### config.mk
export PLATFORM = sky130hd
export DESIGN_NAME = csi2_cphy_tx_sequencer
export DESIGN_NICKNAME = d
export VERILOG_FILES = /design/src/rtl/csi2_cphy_tx_sequencer.sv
export SDC_FILE = /design/constraint.sdc
export NUM_CORES = 1
export LEC_CHECK = 0
export CAP_MARGIN = 20
export CORE_UTILIZATION = 35
export DETAILED_ROUTE_END_ITERATION = 8
export PLACE_DENSITY = 0.75
export SLEW_MARGIN = 10
export SYNTH_ARGS = -nofsm -noshare
export SYNTH_HDL_FRONTEND = slang
export SYNTH_SLANG_ARGS = --single-unit
### constraint.sdc
create_clock -name clk -period 4.9 [get_ports clk]
set_input_delay 0.735 -clock clk [delete_from_list [all_inputs] [get_ports clk]]
set_output_delay 0.735 -clock clk [all_outputs]
set_load 0.005 [all_outputs]
### src/rtl/csi2_cphy_tx_sequencer.sv
// C-PHY trio TX burst sequencer: round-robin grant, LP->HS entry, data, post-amble, LP exit.
// Optional macro CSI2_CPHY_SEQ_STALL_ABORT_EN aborts a burst after STALL_MAX idle DATA cycles.
module csi2_cphy_tx_sequencer #(
    parameter int NUM_REQ    = 4,
    parameter int T_LPX      = 4,
    parameter int T_PREP     = 4,
    parameter int T_PREAMBLE = 8,
    parameter int T_POST     = 4,
    parameter int STALL_MAX  = 16
) (
    input  logic               clk,
    input  logic               reset,
    input  logic [NUM_REQ-1:0] req,
    output logic [NUM_REQ-1:0] gnt,
    input  logic [7:0]         s_data,
    input  logic               s_valid,
    input  logic               s_last,
    output logic               s_ready,
    output logic [2:0]         trio_drive,
    output logic               hs_active,
    output logic               lp_active,
    output logic [7:0]         tx_byte,
    output logic               tx_valid,
    output logic               tx_sync,
    output logic [2:0]         seq_state,
    output logic               burst_err
);
    localparam int PW      = (NUM_REQ > 1) ? $clog2(NUM_REQ) : 1;
    localparam int M1      = (T_LPX > T_PREP) ? T_LPX : T_PREP;
    localparam int M2      = (T_PREAMBLE > T_POST) ? T_PREAMBLE : T_POST;
    localparam int CNT_TOP = (M1 > M2) ? M1 : M2;
    localparam int CW      = $clog2(CNT_TOP + 1);

    typedef enum logic [2:0] {
        S_IDLE     = 3'd0,
        S_PREP     = 3'd1,
        S_PREAMBLE = 3'd2,
        S_SYNC     = 3'd3,
        S_DATA     = 3'd4,
        S_POST     = 3'd5,
        S_EXIT     = 3'd6
    } state_t;

    state_t             state_q;
    logic [CW-1:0]      cnt_q;
    logic [PW-1:0]      ptr_q;
    logic [NUM_REQ-1:0] gnt_q;
    logic               s_ready_q;
    logic [2:0]         trio_q;
    logic               hs_q;
    logic               lp_q;
    logic [7:0]         tx_byte_q;
    logic               tx_valid_q;
    logic               tx_sync_q;

    logic [PW-1:0]      pick_idx_d;
    logic [PW-1:0]      cand_d;
    logic               pick_found_d;

    // Search starts one past the last winner so every requester gets a turn.
    always_comb begin
        pick_idx_d   = ptr_q;
        cand_d       = ptr_q;
        pick_found_d = 1'b0;
        for (int i = 1; i <= NUM_REQ; i++) begin
            cand_d = PW'((int'(ptr_q) + i) % NUM_REQ);
            if (!pick_found_d && req[cand_d]) begin
                pick_found_d = 1'b1;
                pick_idx_d   = cand_d;
            end
        end
    end

`ifdef CSI2_CPHY_SEQ_STALL_ABORT_EN
    localparam int SW = $clog2(STALL_MAX + 1);
    logic [SW-1:0] stall_q;
    logic          err_q;
    assign burst_err = err_q;
`else
    assign burst_err = 1'b0;
`endif

    // Every output is loaded on the edge that enters the state it belongs to,
    // so outputs and seq_state always change together.
    always_ff @(posedge clk) begin
        if (reset) begin
            state_q    <= S_IDLE;
            cnt_q      <= '0;
            ptr_q      <= PW'(NUM_REQ - 1);
            gnt_q      <= '0;
            s_ready_q  <= 1'b0;
            trio_q     <= 3'b111;
            hs_q       <= 1'b0;
            lp_q       <= 1'b1;
            tx_byte_q  <= 8'h00;
            tx_valid_q <= 1'b0;
            tx_sync_q  <= 1'b0;
`ifdef CSI2_CPHY_SEQ_STALL_ABORT_EN
            stall_q    <= '0;
            err_q      <= 1'b0;
`endif
        end else begin
            tx_valid_q <= 1'b0;
            tx_byte_q  <= 8'h00;
            tx_sync_q  <= 1'b0;
`ifdef CSI2_CPHY_SEQ_STALL_ABORT_EN
            err_q      <= 1'b0;
`endif
            case (state_q)
                S_IDLE: begin
                    if (pick_found_d) begin
                        gnt_q   <= {{(NUM_REQ-1){1'b0}}, 1'b1} << pick_idx_d;
                        ptr_q   <= pick_idx_d;
                        state_q <= S_PREP;
                        cnt_q   <= CW'(T_PREP - 1);
                        trio_q  <= 3'b000;
                        lp_q    <= 1'b0;
                    end
                end
                S_PREP: begin
                    if (cnt_q == '0) begin
                        state_q    <= S_PREAMBLE;
                        cnt_q      <= CW'(T_PREAMBLE - 1);
                        hs_q       <= 1'b1;
                        tx_valid_q <= 1'b1;
                    end else begin
                        cnt_q <= cnt_q - CW'(1);
                    end
                end
                S_PREAMBLE: begin
                    if (cnt_q == '0) begin
                        state_q   <= S_SYNC;
                        tx_sync_q <= 1'b1;
                    end else begin
                        cnt_q      <= cnt_q - CW'(1);
                        tx_valid_q <= 1'b1;
                    end
                end
                S_SYNC: begin
                    state_q   <= S_DATA;
                    s_ready_q <= 1'b1;
`ifdef CSI2_CPHY_SEQ_STALL_ABORT_EN
                    stall_q   <= '0;
`endif
                end
                S_DATA: begin
                    if (s_valid) begin
                        tx_byte_q  <= s_data;
                        tx_valid_q <= 1'b1;
`ifdef CSI2_CPHY_SEQ_STALL_ABORT_EN
                        stall_q    <= '0;
`endif
                        // The final byte drains in the first POST cycle, so POST
                        // is loaded one longer to still emit T_POST zero bytes.
                        if (s_last) begin
                            state_q   <= S_POST;
                            cnt_q     <= CW'(T_POST);
                            s_ready_q <= 1'b0;
                        end
                    end
`ifdef CSI2_CPHY_SEQ_STALL_ABORT_EN
                    else if (stall_q == SW'(STALL_MAX - 1)) begin
                        state_q    <= S_POST;
                        cnt_q      <= CW'(T_POST - 1);
                        s_ready_q  <= 1'b0;
                        err_q      <= 1'b1;
                        tx_valid_q <= 1'b1;
                        stall_q    <= '0;
                    end else begin
                        stall_q <= stall_q + SW'(1);
                    end
`endif
                end
                S_POST: begin
                    if (cnt_q == '0) begin
                        state_q <= S_EXIT;
                        cnt_q   <= CW'(T_LPX - 1);
                        gnt_q   <= '0;
                        hs_q    <= 1'b0;
                        lp_q    <= 1'b1;
                        trio_q  <= 3'b111;
                    end else begin
                        cnt_q      <= cnt_q - CW'(1);
                        tx_valid_q <= 1'b1;
                    end
                end
                S_EXIT: begin
                    if (cnt_q == '0) begin
                        state_q <= S_IDLE;
                    end else begin
                        cnt_q <= cnt_q - CW'(1);
                    end
                end
                default: state_q <= S_IDLE;
            endcase
        end
    end

    assign gnt        = gnt_q;
    assign s_ready    = s_ready_q;
    assign trio_drive = trio_q;
    assign hs_active  = hs_q;
    assign lp_active  = lp_q;
    assign tx_byte    = tx_byte_q;
    assign tx_valid   = tx_valid_q;
    assign tx_sync    = tx_sync_q;
    assign seq_state  = state_q;

endmodule

# After elaboration in Yosys (flattened, before gate mapping)
# Cells that the tools add are included.
# W data, S select, Z words.
# word_totals
memories,0
regBits,29
romBits,0
out_inout_bits,24
latch_bits,0
word_cells,109
in_bits,16
ram_bits,0
# classes
multipliers,0
order_cmp,4
bitwise,3
n_eq_ne,14
n_mux,49
n_reduce_logical,22
add_sub_neg,5
div,0
shift,1
# op_table
cell,n
$mux W4,8
$mux W3,9
$pmux W3 S7,1
$pmux W4 S5,1
$mux W1,16
$ne A2 B2 Y1 const B,8
$lt A2 B3 Y1 const B,4
$eq A3 B3 Y1 const B,3
$reduce_and A3 Y1,3
$bmux W1 S2,4
$mux W2,4
$pmux W4 S2,1
$reduce_and A7 Y1,1
$eq A3 B2 Y1 const B,2
$pmux W1 S2,3
$pmux W3 S2,1
$reduce_bool A2 Y1,3
$reduce_or A2 Y1,3
$reduce_and A5 Y1,1
$reduce_bool A5 Y1,1
$add A2 B1 Y2 const B,2
$add A2 B2 Y2 const B,2
$logic_not A4 Y1,1
$shl A1 B2 Y4 const A,1
other kinds (9),15

# Longest topological paths before layout
# depth
ltp_word,16
mapped_depth,7
depth_no_buf,6

# Least setup slack after synthesis
# Ideal clock, no wire load.
# synth_timing
path_kind,input -> register
startpoint,in req[1]
endpoint,reg gnt_q[1] (netlist: gnt[1])
path_buffers,1
required_time_ps,4783
t_arrival_ps,1733
setup_time_ps,117
path_slack_ps,3049
cell_stages,5
path_cell_list,nor4_1 > or4_4 > buf_6 > nor2_1 > a32o_1
# synth_between
elab_chain_len,15
elab_cells_between_ends,27
cone_classes,1 x eq/ne; 1 x shift; 18 x mux; 7 x reduce/logical
# synth_lines
element,line_no,text
start: declaration,13,"input logic [NUM_REQ-1:0] req,"
$bmux W1 S2,67,if (!pick_found_d && req[cand_d]) begin
$mux W1 (implied by the code),67,
$mux W1,67,
$logic_not A1 Y1,67,
$logic_and A1 B1 Y1,67,
$mux W1,67,
$logic_not A1 Y1,67,
$logic_and A1 B1 Y1,67,
$mux W1,67,
$logic_not A1 Y1,67,
$logic_and A1 B1 Y1,67,
$mux W2,67,
$shl A1 B2 Y4,112,"gnt_q <= {{(NUM_REQ-1){1'b0}}, 1'b1} << pick_idx_d;"
$mux W4,111,if (pick_found_d) begin
$pmux W4 S2,109,case (state_q)
end signal: assignment,112,
end: declaration,47,logic [NUM_REQ-1:0] gnt_q;
# Parallel ways exist; a longest one is shown, timed or not. The select of a mux whose other input is x is not followed.
# A chain may end at the register's enable or synchronous reset.

# Final worst setup path
# layout_timing
startpoint,reg state_q[0] (netlist: seq_state[0])
endpoint,out seq_state[0]
# layout_lines
element,line_no,text
start: declaration,44,state_t state_q;
start signal: assignment,87,state_q <= S_IDLE;
start signal: assignment,114,state_q <= S_PREP;
start signal: assignment,122,state_q <= S_PREAMBLE;
end: declaration,25,"output logic [2:0] seq_state,"
# No word-level cell between the ends.

==> impl_results.md <==
* Status: finished, final reports clean
* Net Count, Synth at about 160
* Setup WS post-layout at between 2 and 2.5 ns
* Worst vdd ir at around 0.28 mV
* Clock root buffer: clkbuf_4
* Static leakage at roughly 0.60 nW
* IO buf count at 38
* Number of synthesized flops with an enable pin at 0
* Crit path launch type: flop
* Vias at between 1,000 and 1,500
* CP max-delay cell: dfxtp_1
* Post-synth cell types at 47
* GPL Wtd Cong at between 0.7 and 0.8
* Post-route ant nets at 0
* Number of remaining DRC errors at 0
* Synth async-reset ratio at 0%
* Clock Skews at roughly 0.0025 ns
* Fin nets at between 150 and 200
* Mapped Area at between 1000 and 1500 um^2
* Fillers at between 300 and 400
* Die width at between 60 and 70 um
* Top cell type's share of synthesized area at 41.07%
* PwrDens at between 300 and 400 nW/um^2
* Dpl ws at about 2.4 ns
* Post-Synth Adder-Cell Area at 0.9872%
* DIE HEIGHT at 62.18 um
* Synth warnings at 0
* Synth Area in Compound Gates at approximately a quarter
* Multi-input logic area at 638.1 um^2
* Hold Path Class: flop to flop
* Global-route wire length before repair at between 5000 and 6000 um
* Hold buffer count at CTS at 0
* Synth area leaders: dfxtp_1 41%, a21oi_1 3.9%, and2_1 3.9%, nand2b_1 2.5%, nand3_1 2.4%
* Met1 Wirelength at roughly 1300 um
* Cell taking the most area after synthesis: dfxtp_1
* Top Ports at 40
* Top delay family on crit path: flip-flops
* CTS tree: yes
* Endpoints failing hold at 0
* Mux contribution to synthesized area at between 1.5 and 2%
* WP buf/inv at 1
* Required time of the critical path at approximately 4.2 ns
* Highest metal used: met4
* Combinational share of power at between 30% and 40%
* Primary FF master, synth: dfxtp_1
* Synth Area per Inst at around 9 um^2
* Detailed Place HPWL at roughly 2100 um
* CP peak stage delay at roughly 0.77 ns
* Post-Synthesis Cells at approximately 140
* Post-CTS setup buffers at 0
* Routed WL per cell at ~13 um
* Seq/Total Area, Yosys at 41.07%
* H-tree depth at 1
* DR vias/cell at ~5.5
* Largest family of logic cells by synthesized area: compound AO/OA/AOI/OAI gates
* CP endpoint kind: primary output
* Initial antenna violation count at 0
* #FFs+latches synth at 26
* Worst path cell trace: clkdlybuf4s50_1
* Max Cap Violations at 0
* Layout cells sized above 1 at 5.814%
* Unrepaired setup endpoints after global routing: no
* Synth Area in XOR/XNOR at under 10%
* Seq pwr share at a little over two fifths
* Clk pwr share at 22.1%
* Area share of and/or/nand/nor cells after synthesis at approximately 22%
* 1st-iter DRT viols at 82
* Ant diodes at 0
* Row cnt at 21
* Largest net degree at the start of global routing at 22
* Slew Limit Fails at 0
* Worst-path clk slew at approximately 0.14 ns
* Final wirelength at around 2900 um
* Worst-case clock buffer depth at 2
* Core ar. at approximately 3400 um^2
* Period utilisation layout at between 50% and 60%
* Worst Max-Slew Pin Slew at 0.6536 ns
* GR Util All Layers at 16.07%
* Minimum clock period at between 2 and 2.5 ns
* Vias in the first global route at 1,112
* Switching share of power at around 33%
* Hold Slack at slightly below 0.5 ns
* FMAX at ~410 MHz
* DR pass1 iterations at 4
* Pwr Total at between 600 and 700 uW
* Met3 wire len at ~160 um
* TNS Setup at 0 ns
* Total grt overflow at 0
* Clk sinks at 26
* P_int at ~440 uW
* Num CTS Buffers at 3
* Reg area at roughly 520 um^2
* Met2 wire length at about 1500 um
* Worst Path Arrival at between 1.5 and 2 ns
* Post-cts sizing count at 0
* Setup Crit Path Kind: flop to primary output
* DIE AREA at around 3900 um^2
* Final setup violating endpoints at 0
* Switching pwr at approximately 220 uW
* Rel. slew slack at between 50% and 60%
* Clk_lat worst skew at around 0.32 ns
* Critical Path Fanout Max at 21
* Syn-to-layout area delta at 31.89%
* Initial Util at between 30% and 40%
[final cells by class]
| cell class | count | area share [%] |
|---|---|---|
| sequential | 26 | 31.14 |
| clock buffer | 3 | 1.347 |
| tap | 46 | 3.443 |
| clock inverter | 1 | 1.796 |
| timing repair buffer | 38 | 22.75 |
| multi-input combinational | 98 | 38.17 |
| inverter | 6 | 1.347 |
[layout by cell type, fill, tap and decap left out, types with 2 or more instances in the layout]
| cell type | n |
|---|---|
| clkdlybuf4s50_1 | 38 |
| dfxtp_1 | 26 |
| a21oi_1 | 10 |
| nor2_1 | 8 |
| and2_1 | 8 |
| inv_1 | 6 |
| o21ai_0 | 6 |
| nand3_1 | 6 |
| nand2_1 | 6 |
| nand2b_1 | 5 |
| o211ai_1 | 3 |
| nand4_1 | 3 |
| a211oi_1 | 3 |
| o2111ai_1 | 3 |
| clkbuf_4 | 3 |
| and4_1 | 2 |
| nor4_1 | 2 |
| o41ai_1 | 2 |
| o31ai_1 | 2 |
| xnor2_1 | 2 |
| nor3_1 | 2 |
| a31oi_1 | 2 |
| mux2i_1 | 2 |
[path summary, 6_finish.rpt]
| check | start | end | slack [ns] | cells after the start |
|---|---|---|---|---|
| worst min-delay path | hs_active$_SDFFE_PP0P_ | hs_active$_SDFFE_PP0P_ | 0.48 | 2 |
| worst max register to register | cnt_q[0]$_SDFFE_PP0P_ | cnt_q[2]$_SDFFE_PP0P_ | 2.75 | 6 |
| worst min register to register | hs_active$_SDFFE_PP0P_ | hs_active$_SDFFE_PP0P_ | 0.48 | 2 |
| worst max-delay path | seq_state[0]$_SDFFE_PP0P_ | seq_state[0] | 2.44 | 1 |
[power by group through the flow]
stage,Sequential [mW],Clock (mW),Combinational [mW]
finish,0.291,0.146,0.226
global route,0.298,0.156,0.251
CTS,0.291,0.149,0.223
detailed placement,0.295,0,0.221
global placement,0.292,0,0.213
floorplan,0.269,0,0.176
[registers in the layout (all words and copies together), names as in the netlist]
name	count
s_ready	1
trio_drive	1
hs_active	1
ptr_q	2
cnt_q	4
tx_sync	1
tx_valid	1
gnt	4
seq_state	3
tx_byte	8
[kinds of logic (layout without fill, tap and decap cells)]
logic type | Yosys count | count (layout)
buffers and inverters | 20 | 48
adder cells (fa/ha/maj) | 1 | 1
AND/OR/NAND/NOR | 49 | 49
multiplexers | 2 | 2
flip-flops | 26 | 26
other | 1 | 1
AO/OA/AOI/OAI | 43 | 43
XOR/XNOR | 2 | 2
[per-stage QoR]
step	instance area [um^2]	instances	util, %
final	1672	218	49.32
after global routing	1672	218	49.32
after CTS	1672	218	49.32
after detailed placement	1619	214	47.77
after global placement	1619	214	47.77
after floorplan	1267	144	-
[synthesized netlist by cell type, types with 2 or more instances]
master and number:
buf_4 4, nand2b_1 5, nand3_1 6, mux2i_1 2, dfxtp_1 26, buf_2 3, o21ai_0 6, nand2_1 6
xnor2_1 2, a211oi_1 3, a31oi_1 2, and2_1 8, nor3_1 2, nor4_1 2, a21oi_1 10, o211ai_1 3
o41ai_1 2, clkbuf_1 4, o31ai_1 2, o2111ai_1 3, and4_1 2, buf_6 2, nor2_1 8, inv_1 6
nand4_1 3
[metal layers]
| layer | vias up | global-route usage (%) |
|---|---|---|
| li1 | 584 | - |
| met1 | 557 | 19.05 |
| met2 | 48 | 28.02 |
| met3 | 2 | 4.044 |
| met4 | 0 | 5.523 |
| met5 | - | 0 |
Note: power is estimated with default switching activity, not from simulation.
